==> src/rtl/wb_pkg.sv <==
// Shared widths, register-file geometry and index/data types for the writeback stage.
package wb_pkg;
    localparam int DATA_W = 16;
    localparam int ADDR_W = 4;
    localparam int NREG   = 2 ** ADDR_W;
    localparam int R0_IDX = 0;

    typedef logic [ADDR_W-1:0] reg_idx_t;
    typedef logic [DATA_W-1:0] word_t;
endpackage

==> src/rtl/wb_dec_onehot.sv <==
// Address to one-hot write-enable decoder; all-zero when disabled, optionally never selects R0.
module wb_dec_onehot
    import wb_pkg::*;
#(
    parameter int ADDR_W  = wb_pkg::ADDR_W,
    parameter int ZERO_R0 = 1
) (
    input  logic                 en,
    input  logic [ADDR_W-1:0]    addr,
    output logic [2**ADDR_W-1:0] onehot
);
    always_comb begin
        onehot = '0;
        if (en) onehot[addr] = 1'b1;
        if (ZERO_R0 != 0) onehot[R0_IDX] = 1'b0;
    end
endmodule

==> src/rtl/wb_regfile_stage.sv <==
// Writeback pending register plus 16-entry register file with two combinational read ports.
// Optional forwarding of the pending write onto the read ports: define WB_BYPASS_EN.
module wb_regfile_stage
    import wb_pkg::*;
#(
    parameter int DATA_W  = wb_pkg::DATA_W,
    parameter int ADDR_W  = wb_pkg::ADDR_W,
    parameter int ZERO_R0 = 1
) (
    input  logic                 clk,
    input  logic                 rst,
    input  logic                 wb_valid,
    input  logic [ADDR_W-1:0]    wb_addr,
    input  logic [DATA_W-1:0]    wb_data,
    input  logic                 stall,
    input  logic [ADDR_W-1:0]    rd_addr_a,
    input  logic [ADDR_W-1:0]    rd_addr_b,
    output logic [DATA_W-1:0]    rd_data_a,
    output logic [DATA_W-1:0]    rd_data_b,
    output logic                 hazard_a,
    output logic                 hazard_b,
    output logic [2**ADDR_W-1:0] wr_en_onehot,
    output logic                 pend_valid
);
    localparam int N_REG = 2 ** ADDR_W;

    logic [DATA_W-1:0] regs [N_REG];
    logic [ADDR_W-1:0] pend_addr;
    logic [DATA_W-1:0] pend_data;
    logic              hit_a;
    logic              hit_b;
    logic [DATA_W-1:0] raw_a;
    logic [DATA_W-1:0] raw_b;

    function automatic logic r0_excl(input logic [ADDR_W-1:0] a);
        return (ZERO_R0 != 0) && (a == '0);
    endfunction

    wb_dec_onehot #(
        .ADDR_W  (ADDR_W),
        .ZERO_R0 (ZERO_R0)
    ) u_dec (
        .en     (pend_valid & ~stall),
        .addr   (pend_addr),
        .onehot (wr_en_onehot)
    );

    // Reset wins over a commit, so a write pending at reset is dropped.
    always_ff @(posedge clk) begin
        if (rst) begin
            for (int i = 0; i < N_REG; i++) regs[i] <= '0;
            pend_valid <= 1'b0;
            pend_addr  <= '0;
            pend_data  <= '0;
        end else begin
            for (int i = 0; i < N_REG; i++) begin
                if (wr_en_onehot[i]) regs[i] <= pend_data;
            end
            if (!stall) begin
                pend_valid <= wb_valid;
                if (wb_valid) begin
                    pend_addr <= wb_addr;
                    pend_data <= wb_data;
                end
            end
        end
    end

    always_comb begin
        raw_a = r0_excl(rd_addr_a) ? '0 : regs[rd_addr_a];
        raw_b = r0_excl(rd_addr_b) ? '0 : regs[rd_addr_b];
        hit_a = pend_valid && (pend_addr == rd_addr_a) && !r0_excl(rd_addr_a);
        hit_b = pend_valid && (pend_addr == rd_addr_b) && !r0_excl(rd_addr_b);
    end

`ifdef WB_BYPASS_EN
    assign rd_data_a = hit_a ? pend_data : raw_a;
    assign rd_data_b = hit_b ? pend_data : raw_b;
    assign hazard_a  = 1'b0;
    assign hazard_b  = 1'b0;
`else
    assign rd_data_a = raw_a;
    assign rd_data_b = raw_b;
    assign hazard_a  = hit_a;
    assign hazard_b  = hit_b;
`endif
endmodule
==> config.mk <==
export PLATFORM = sky130hd
export DESIGN_NAME = wb_regfile_stage
export DESIGN_NICKNAME = d
export VERILOG_FILES = /design/src/rtl/wb_pkg.sv /design/src/rtl/wb_dec_onehot.sv /design/src/rtl/wb_regfile_stage.sv
export SDC_FILE = /design/constraint.sdc
export NUM_CORES = 1
export LEC_CHECK = 0
export BUFFER_PORTS_ARGS = -buffer_cell sky130_fd_sc_hd__buf_2
export CAP_MARGIN = 20
export CELL_PAD_IN_SITES_DETAIL_PLACEMENT = 0
export CELL_PAD_IN_SITES_GLOBAL_PLACEMENT = 1
export CORE_MARGIN = 2
export CORE_UTILIZATION = 54
export DETAILED_ROUTE_END_ITERATION = 16
export PLACE_DENSITY = 0.88
export SYNTH_ARGS = -nofsm -noshare
export SYNTH_HDL_FRONTEND = slang
export SYNTH_SLANG_ARGS = --single-unit
==> constraint.sdc <==
create_clock -name clk -period 4.7 [get_ports clk]
set_input_delay 0.235 -clock clk [delete_from_list [all_inputs] [get_ports clk]]
set_output_delay 0.235 -clock clk [all_outputs]
set_load 0.01 [all_outputs]
==> summary.md, run 1 <==
| Metric | Value |
|---|---|
| Distinct cells, synth | 39 |
| First-pass GRT wire length | 52400 um |
| Clk slew on worst S/H paths | 0.06 ns |
| CP dominant cell by count | buf_2 |
| Leakage power | 5.53 nW |
| ANT nets after route | 0 |
| Fin nets | 1107 |
| Crit start category | primary input |
| Slew Limit Headroom | 0.298 |
| Worst EP required | 4.47 ns |
| Synth area leaders | edfxtp_1 (54%), mux4_2 (11%), mux2i_1 (6.3%), nor2_1 (4.8%), dfxtp_1 (3.2%) |
| CP peak stage delay | 0.71 ns |
| Largest fanout on the critical path | 25 |
| Setup Crit Path Kind | in2out |
| Layout cell share with drive strength beyond 1 | 0.214 |
| Post-synth top area share | 0.542 |
| Compound-cell area share of the yosys netlist | 0.0694 |
| Net Sw Power | 1.27 mW |
| Critical-path cell list | buf_2, nand2b_1, o22ai_1, a2111oi_0, a21oi_1, buf_2 |
| Hold endpoint | pend_data[7] |
| R2R cell count | 4 |
| Slowest-stage cell, CP | nand2b_1 |
| Leading post-synthesis cells by instance count | edfxtp_1 (240), nor2_1 (170), mux2i_1 (84) |
| Post-synthesis mux area share | 0.195 |
| # setup viols final | 0 |
| Mean Syn Cell Area | 12.9 um2 |
| Initial antenna violation count | 0 |
| Clock sinks | 261 |
| Drt via density | 6.33 |
| Pwr dens | 359 mW/mm2 |
| Seq pwr share | 0.506 |
| DP HPWL | 22900 um |
| Area of the mapped netlist | 0.0133 mm2 |
| Final setup margin | 1.80 ns |
| Sequential fraction of the synthesis area | 0.574 |
| GP Congestion | 0.935 |
| Sw frac | 0.240 |
| Wire length per cell | 25.0 um |
| Vias in the first global route | 8881 |
| DIE WIDTH | 161 um |
| Post CTS Setup Buffer Count | 0 |
| FF-to-FF Start | pend_valid |
| Die area | 0.0259 mm2 |
| Synth Warn # | 0 |
| Detailed Route Iter0 Violations | 934 |
| Largest family of logic cells by synthesized area | multiplexers |
| Inserted Diodes | 0 |
| Multi-input combinational cell area | 0.00504 mm2 |
| Finished Layout Cells | 1416 |
| CP endpoint kind | primary output |
| Register Area | 0.00763 mm2 |
| Post-Synth Simple-Gate Area | 0.111 |
| Final wirelength | 35400 um |
| Post-Synth Adder-Cell Area | 0 |
| RR Endpoint | regs[3][3] |
| CTS tree | done |
| Setup TNS | 0 ns |
| Min Tclk post-route | 2.90 ns |
| Pin count of the biggest net entering global routing | 63 |
| Violated checks | negative hold slack |
| Pin slew with the least headroom to its limit | 1.05 ns |
| Die Span Y | 161 um |
| Max cap viols | 0 |
| GR Util All Layers | 0.272 |
| Place WS | 1.86 ns |
| TritonCTS Buffers | 27 |
| Core area | 0.0242 mm2 |
| Maximum vdd drop | 0.375 mV |
| Post-synth EDFFs | 240 |
| # DRC | 0 |
| R2R Setup Slk | 1.88 ns |
| Placed cells | 1354 |
| Via count | 8957 |
| Hold Path Class | in2reg |
| Final max-slew violation count | 0 |
| XOR/XNOR share of the synthesized area | 0.00396 |
| Initial Util | 0.548 |
| IO Count | 83 |
| CP Data Arrival Time | 2.66 ns |
| Clk pwr share | 0.385 |
| CTS max path bufs | 3 |
| Worst hold path cell count | 3 |
| HP Start | wb_data[7] |
| Unrepaired setup endpoints after global routing | no |
| Int Pwr | 4.02 mW |
| Syn Inst Count | 1030 |
| Drt pass-1 iters | 5 |
| Area growth, synth to finish | 10.8% |
| IO Port Bufs | 81 |
| Max frequency | 345 MHz |
| Htree depth | 1 |
| Logic pwr share | 0.109 |
| Period utilisation layout | 0.617 |
| Dominant cell by count in the synthesized netlist | edfxtp_1 |
| Main synth FF type | edfxtp_1 |
| Leading area contributor after synthesis | edfxtp_1 |
| Syn nets | 1062 |
| Worst Clk Skew | 0.0228 ns |
| Root Driver | clkbuf_16 |
| WHS | -0.000942 ns |
| Hold Vio Cnt, Final | 1 |
| Run status | finished, violations left |
| Post-layout power | 5.29 mW |
| Cell row count | 57 |
| Gr ovfl total | 0 |
| Fill cells | 1945 |
| Clock Latency Late Sink | 0.54 ns |
| Fraction of registers with async set/reset | 0 |
| Synth Register Bits | 261 |
area by class of cell:
cell class | instances | area share
multi-input combinational | 645 | 0.343
clock buffer | 32 | 0.0472
tap | 324 | 0.0275
sequential | 261 | 0.518
clock inverter | 14 | 0.00833
inverter | 27 | 0.00689
timing repair buffer | 113 | 0.0491
cell usage in the layout (no fill, tap or decap), types with 13 or more instances in the layout:
| master | count |
|---|---|
| buf_4 | 19 |
| nand2_1 | 71 |
| mux4_2 | 64 |
| dfxtp_1 | 21 |
| mux2_2 | 27 |
| inv_1 | 27 |
| a21oi_1 | 50 |
| o22ai_1 | 15 |
| clkbuf_16 | 27 |
| mux2i_1 | 84 |
| dlygate4sd3_1 | 13 |
| a2111oi_0 | 15 |
| nand3_1 | 14 |
| edfxtp_1 | 240 |
| nor2_1 | 170 |
| nand2b_1 | 31 |
| buf_2 | 79 |
power groups by stage:
| stage | registers (mW) | clock network (mW) | logic, mW |
|---|---|---|---|
| 6_report | 2.68 | 2.04 | 0.578 |
| 4_1_cts | 2.68 | 2.04 | 0.570 |
| 2_1_floorplan | 2.70 | 0 | 0.398 |
| 3_5_place_dp | 2.73 | 0 | 0.560 |
| 5_1_grt | 2.69 | 2.12 | 0.612 |
| 3_3_place_gp | 2.72 | 0 | 0.555 |
logic make-up after synthesis:
family,count (synthesis)
buffers and inverters,124
xor gates and xnor gates,6
muxes,175
DFF,261
other,1
AOI/OAI and AO/OA,133
and+or+nand+nor,330
metrics by stage:
stage,hold WS [ns],util,cell area [um2]
2_1_floorplan,0.371,-,13300
3_3_place_gp,0.442,0.565,13700
3_5_place_dp,0.449,0.565,13700
4_1_cts,0.000266,0.604,14700
5_1_grt,0.00756,0.607,14700
6_report,-0.000942,0.607,14700
state kept, by name, indices dropped and copies added (netlist names):
| name | cells |
|---|---|
| regs | 240 |
| pend_data | 16 |
| pend_addr | 4 |
| pend_valid | 1 |
routing by layer:
layer  vias to the layer above  wire [um]  GRT usage
met5                         -          0          0
met4                         0       1680      0.119
met3                        92       2760     0.0341
met2                       461      17400      0.457
met1                      4469      13600      0.358
li1                       3935          -          -
worst max-delay path by stage:
stage	start	end	slack [ns]
2_1_floorplan	pend_valid	regs[2][0]	2.74
3_5_place_dp	rd_addr_b[1]	rd_data_b[1]	1.86
4_1_cts	rd_addr_b[1]	rd_data_b[1]	1.85
5_1_grt	rd_addr_a[2]	rd_data_a[8]	1.69
6_report	rd_addr_a[2]	rd_data_a[8]	1.80
3_3_place_gp	rd_addr_a[0]	rd_data_a[7]	1.87
critical path: cells and delay by family:
family / cells / cell delay [ns]
buffers and inverters: 2 / 0.83
and+or+nand+nor: 1 / 0.71
AOI/OAI and AO/OA: 3 / 0.88
what timing repair did:
item / in CTS / in global routing
endpoints found under the hold margin: 13 / 0
hold buffers: 13 / 0
resized for setup: 0 / 0
Power figures use the tool's default switching activity.
==> run 2: changes to the inputs <==
--- a/config.mk
+++ b/config.mk
@@ -10,9 +10,9 @@
 export CELL_PAD_IN_SITES_DETAIL_PLACEMENT = 0
 export CELL_PAD_IN_SITES_GLOBAL_PLACEMENT = 1
 export CORE_MARGIN = 2
-export CORE_UTILIZATION = 54
+export CORE_UTILIZATION = 46
 export DETAILED_ROUTE_END_ITERATION = 16
-export PLACE_DENSITY = 0.88
+export PLACE_DENSITY = 0.8
 export SYNTH_ARGS = -nofsm -noshare
 export SYNTH_HDL_FRONTEND = slang
 export SYNTH_SLANG_ARGS = --single-unit
==> constraint.sdc (replaced) <==
create_clock -name clk -period 2.6 [get_ports clk]
set_input_delay 0.13 -clock clk [delete_from_list [all_inputs] [get_ports clk]]
set_output_delay 0.13 -clock clk [all_outputs]
set_load 0.01 [all_outputs]
==> summary.md, run 2 (synthesized netlist as in run 1, its figures left out) <==
| Metric | Value |
|---|---|
| Run status | finished clean |
| Largest registers | regs: 240 flops, pend_data: 16 flops, pend_addr: 4 flops |
| DR WL met3 | 2430 um (-12%) |
| CP Launch Point | regs[6][2] |
| Root Driver | clkbuf_16 |
| Drt pass-1 iters | 6 (+1) |
| Final max-slew violation count | 0 (unchanged) |
| FF-to-FF Start | pend_addr[2] |
| Seq pwr share | 0.490 (-0.016) |
| Layout cell share with drive strength beyond 1 | 0.236 (+0.0217) |
| IO Count | 83 (unchanged) |
| Unrepaired setup endpoints after global routing | no |
| Commonest non-fill, non-tap cell in the layout | edfxtp_1 |
| Largest register FFs | 240 (unchanged) |
| Initial Util | 0.465 (-0.0825) |
| Fill cells | 2496 (+28%) |
| Hold Vio Cnt, Final | 0 (-1) |
| CP endpoint kind | primary output |
| First-pass GRT wire length | 55400 um (+5.8%) |
| # DRC | 0 (unchanged) |
| Clock sinks | 261 (unchanged) |
| Min Tclk post-route | 2.32 ns |
| Final setup margin | 0.282 ns (-1.52 ns) |
| CP peak stage delay | 0.59 ns (-0.12 ns) |
| Initial antenna violation count | 0 (unchanged) |
| CP Data Arrival Time | 2.19 ns (-0.47 ns) |
| Max frequency | 431 MHz |
| Metal1 wirelength | 15200 um (+12%) |
| Fin nets | 1152 (+4.1%) |
| Gr ovfl total | 0 (unchanged) |
| R2R cell count | 4 (unchanged) |
| DP HPWL | 25100 um (+9.8%) |
| ANT nets after route | 0 (unchanged) |
| GP Congestion | 0.867 (-7.2%) |
| GR Util All Layers | 0.246 (-0.0256) |
| Post CTS Setup Buffer Count | 0 (unchanged) |
| Pin slew with the least headroom to its limit | 0.852 ns (-0.201 ns) |
| IO Port Bufs | 81 (unchanged) |
| Htree depth | 1 (unchanged) |
| Slew Limit Headroom | 0.432 (+0.134) |
| Wire length per cell | 24.3 um (-2.8%) |
| Inserted Diodes | 0 (unchanged) |
| Drt via density | 5.96 (-5.7%) |
| Logic pwr share | 0.112 (+0.003) |
| TritonCTS Buffers | 28 (+3.7%) |
| DIE WIDTH | 174 um (+8.1%) |
| Core area | 0.0285 mm2 (+18%) |
| Worst Clk Skew | 0.00768 ns (-0.0151 ns) |
| Net Sw Power | 2.34 mW (+84%) |
| Worst EP required | 2.47 ns (-2.00 ns) |
| Vias in the first global route | 9104 (+2.5%) |
| RR Endpoint | regs[6][5] |
| Clk pwr share | 0.398 (+0.013) |
| Setup TNS | 0 ns (unchanged) |
| # setup viols final | 0 (unchanged) |
| CP endpoint | rd_data_a[2] |
| Max cap viols | 0 (unchanged) |
| Area growth, synth to finish | 15.2% |
| Int Pwr | 7.53 mW (+87%) |
| CTS max path bufs | 3 (unchanged) |
| Detailed Route Iter0 Violations | 947 (+1.4%) |
| Cell row count | 62 (+8.8%) |
| Slowest-stage cell, CP | a2111oi_0 |
| Clk slew on worst S/H paths | 0.06 ns (about the same) |
| Post-layout power | 9.87 mW (+87%) |
| Clock Latency Late Sink | 0.54 ns (about the same) |
| Die area | 0.0303 mm2 (+17%) |
| Leakage power | 5.82 nW (+5.2%) |
| R2R Setup Slk | 0.60 ns (-1.28 ns) |
| Sw frac | 0.237 (-0.00344) |
| Critical-path cell list | mux2i_1, o22ai_1, a2111oi_0, a21oi_1, buf_2 |
| Pwr dens | 645 mW/mm2 (+79%) |
| Most frequent cells in the layout | edfxtp_1 (240), nor2_1 (170), mux2i_1 (84) |
| Pin count of the biggest net entering global routing | 53 (-16%) |
| Met2 routed WL | 18200 um (+4.8%) |
| CTS tree | done |
| Final wirelength | 37000 um (+4.6%) |
| Register with the most flip-flops | regs |
| Setup Crit Path Kind | reg2out |
| Crit start category | flop |
| Top routing layer in use | met4 |
| Period utilisation layout | 0.891 |
| Via count | 9087 (+1.5%) |
| Place WS | 0.366 ns (-1.49 ns) |
| Largest fanout on the critical path | 2 (-92%) |
| Maximum vdd drop | 0.450 mV (+20%) |
| Hold Path Class | in2reg |
| Die Span Y | 174 um (+8.1%) |
## run 2: layout make-up
| cell class | instances | area, um2 | area share |
|---|---|---|---|
| sequential | 261 | 7630 | 0.498 |
| timing repair buffer | 157 | 1160 | 0.0756 |
| inverter | 27 | 101 | 0.00662 |
| tap | 384 | 480 | 0.0314 |
| multi-input combinational | 645 | 5040 | 0.330 |
| clock buffer | 33 | 741 | 0.0484 |
| clock inverter | 17 | 151 | 0.00989 |
## run 2: how the worst min path moves through the flow
stage	from	end	slack [ns]	depth (start not counted)
5_1_grt	rst	pend_data[15]	0.01	3
4_1_cts	rst	pend_data[1]	0.000009	3
6_report	rst	pend_addr[2]	0.01	3
3_3_place_gp	wb_data[9]	pend_data[9]	0.37	3
3_5_place_dp	wb_data[13]	pend_data[13]	0.38	3
2_1_floorplan	wb_data[0]	pend_data[0]	0.27	2
## run 2: what timing repair did
item,4_1_cts,5_1_grt
hold buffers,25,0
setup endpoints to repair,0,0
gates resized for setup,0,0
endpoints found under the hold margin,21,0
## run 2: metal layers
layer | track usage | vias to the layer above
met4 | 0.0840 | 0
met1 | 0.334 | 4586
met2 | 0.412 | 396
met3 | 0.0311 | 72
li1 | - | 4033
met5 | 0 | -
## run 2: stage by stage
step	area [um2]	hold WS (ns)	util	cells
detailed placement	14200	0.376	0.496	1448
global placement	14200	0.371	0.496	1448
CTS	15300	0.00000877	0.536	1523
global route	15300	0.0108	0.536	1524
floorplan	13300	0.266	-	1030
finish	15300	0.0135	0.536	1524
## run 2: critical path: cells and delay by family (launching register included)
family	cells	cell delay (ns)
compound gates	3	0.87
buf+inv	1	0.21
flops	1	0.39
mux	1	0.19
## run 2: power by group through the flow
stage	Combinational, mW	Clock (mW)	Sequential (mW)
5_1_grt	1.18	4.15	4.85
4_1_cts	1.11	3.96	4.83
3_3_place_gp	1.07	0	4.91
3_5_place_dp	1.08	0	4.92
6_report	1.11	3.92	4.84
2_1_floorplan	0.720	0	4.88
==> run 3: changes to the inputs <==
--- a/config.mk
+++ b/config.mk
@@ -13,6 +13,7 @@
 export CORE_UTILIZATION = 46
 export DETAILED_ROUTE_END_ITERATION = 16
 export PLACE_DENSITY = 0.8
+export REMOVE_ABC_BUFFERS = 1
 export SYNTH_ARGS = -nofsm -noshare
 export SYNTH_HDL_FRONTEND = slang
 export SYNTH_SLANG_ARGS = --single-unit
==> summary.md, run 3 (synthesized netlist as in run 1, its figures left out) <==
| Metric | Value |
|---|---|
| CTS max path bufs | 3 (unchanged) |
| Place WS | -0.0104 ns (-0.376 ns) |
| Setup Crit Path Kind | reg2out |
| Maximum vdd drop | 0.417 mV (-7.5%) |
| Pin slew with the least headroom to its limit | 0.876 ns (+0.0239 ns) |
| Worst Clk Skew | 0.0134 ns (+0.00571 ns) |
| DP HPWL | 24400 um (-2.8%) |
| Fin nets | 1160 (+0.69%) |
| Leakage power | 5.82 nW (+0.11%) |
| Area growth, synth to finish | 15.0% (about the same) |
| Root Driver | clkbuf_16 |
| Final wirelength | 36900 um (-0.23%) |
| Via count | 9240 (+1.7%) |
| Layout Utilization | 0.535 (about the same) |
| CTS tree | done |
| Final Cell Area | 0.0153 mm2 (about the same) |
| Post CTS Setup Buffer Count | 0 (unchanged) |
| Clock Latency Late Sink | 0.55 ns (about the same) |
| Largest registers | regs: 240 flops, pend_data: 16 flops, pend_addr: 4 flops |
| Die area | 0.0303 mm2 (unchanged) |
| Fill cells | 2473 (-0.92%) |
| Drt via density | 6.02 (+1.0%) |
| Crit start category | flop |
| Run status | finished, violations left |
| First-pass GRT wire length | 56300 um (+1.6%) |
| Slew Limit Headroom | 0.416 (-0.0159) |
| DIE WIDTH | 174 um (unchanged) |
| Clk slew on worst S/H paths | 0.06 ns (about the same) |
| Max frequency | 384 MHz (-11%) |
| CP endpoint kind | primary output |
| Register with the most flip-flops | regs |
| Hold Vio Cnt, Final | 0 (unchanged) |
| Largest register FFs | 240 (unchanged) |
| Pin count of the biggest net entering global routing | 41 (-23%) |
| Min Tclk post-route | 2.61 ns (+0.288 ns) |
| Wire length per cell | 24.1 um (-0.88%) |
| Gr ovfl total | 0 (unchanged) |
| Cell Area, Placed | 0.0142 mm2 (about the same) |
| Drt pass-1 iters | 8 (+2) |
| Violated checks | negative setup slack |
| Largest fanout on the critical path | 2 (unchanged) |
| Finished Layout Cells | 1534 (+0.66%) |
| # setup viols final | 1 (+1) |
| Hold Path Class | in2reg |
| Clock sinks | 261 (unchanged) |
| TritonCTS Buffers | 28 (unchanged) |
| Period utilisation layout | 1.00 (+0.111) |
| Htree depth | 1 (unchanged) |
| # DRC | 0 (unchanged) |
| Setup TNS | -0.00587 ns (-0.00587 ns) |
| GR Util All Layers | 0.246 (-0.000379) |
| IO Port Bufs | 81 (unchanged) |
| IO Count | 83 (unchanged) |
| Placed cells | 1461 (+0.90%) |
| R2R Setup Slk | 0.72 ns (+0.12 ns) |
| Most frequent cells in the layout | edfxtp_1 (240), nor2_1 (170), mux2i_1 (84) |
| Commonest non-fill, non-tap cell in the layout | edfxtp_1 |
| CP Data Arrival Time | 2.48 ns (+0.29 ns) |
| Vias in the first global route | 9619 (+5.7%) |
| Max cap viols | 0 (unchanged) |
| Detailed Route Iter0 Violations | 949 (+0.21%) |
| Final max-slew violation count | 0 (unchanged) |
| GP Congestion | 0.847 (-2.3%) |
| Unrepaired setup endpoints after global routing | no |
| Core area | 0.0285 mm2 (unchanged) |
| ANT nets after route | 0 (unchanged) |
| Initial antenna violation count | 0 (unchanged) |
| Layout cell share with drive strength beyond 1 | 0.246 (+0.0101) |
| Inserted Diodes | 0 (unchanged) |
| Die Span Y | 174 um (unchanged) |
| Initial Util | 0.465 (unchanged) |
| Final setup margin | -0.00587 ns (-0.288 ns) |
| Cell row count | 62 (unchanged) |
| Worst EP required | 2.47 ns (about the same) |
| Pwr dens | 651 mW/mm2 (+0.85%) |
run 3: changes by cell type in the layout (fill, tap and decap cells not counted), sizes merged:
cell | before | now
clkinv | 14 | 4
dlygate4sd3 | 25 | 21
clkbuf | 33 | 46
buf | 132 | 144
bufinv | 3 | 2
run 3: cell type report:
class                   count  area, um2  area share
well taps                 384        480      0.0314
flip-flops and latches    261       7630       0.499
repair buffers            165       1110      0.0724
multi-input cells         645       5050       0.330
clock inverters             6       80.1     0.00524
inverters                  27        101     0.00663
clock buffers              46        840      0.0549
run 3: power by group:
part | leakage (nW) | internal, mW | switching, mW
clock | 0.451 | 2.39 | 1.62
combinational | 2.72 | 0.475 | 0.624
sequential | 2.65 | 4.75 | 0.0945
total | 5.82 | 7.61 | 2.34
run 3: worst max-delay path: stages, from the launching register on:
cell and delay, ns:
edfxtp_1 0.39, mux2i_1 0.25, o22ai_1 0.13, a2111oi_1 0.71
buf_4 0.23, a21oi_1 0.05, buf_2 0.19
run 3: worst paths after layout:
| check | depth (start not counted) | from | to |
|---|---|---|---|
| setup / recovery | 6 | regs[6][14] | rd_data_a[14] |
| hold / removal | 2 | rst | pend_data[9] |
| setup reg to reg | 3 | pend_addr[3] | regs[12][9] |
| hold reg to reg | 2 | pend_data[9] | pend_data[9] |
run 3: routing by layer:
metal / GRT usage / wire length, um
met1: 0.318 / 14500
met2: 0.426 / 18700
met3: 0.0265 / 2270
met4: 0.0973 / 1440
met5: 0 / 0
run 3: metrics by stage:
step	hold WS (ns)	power (mW)
floorplan	0.199	5.46
global placement	0.374	5.98
detailed placement	0.375	6.00
CTS	0.156	9.98
global route	0.198	10.2
finish	0.149	9.95
run 3: what timing repair did:
action | 4_1_cts | 5_1_grt
hold buffers | 21 | 0
resized for setup | 2 | 0
hold endpoints to repair | 21 | 0
endpoints found under the setup margin | 2 | 0
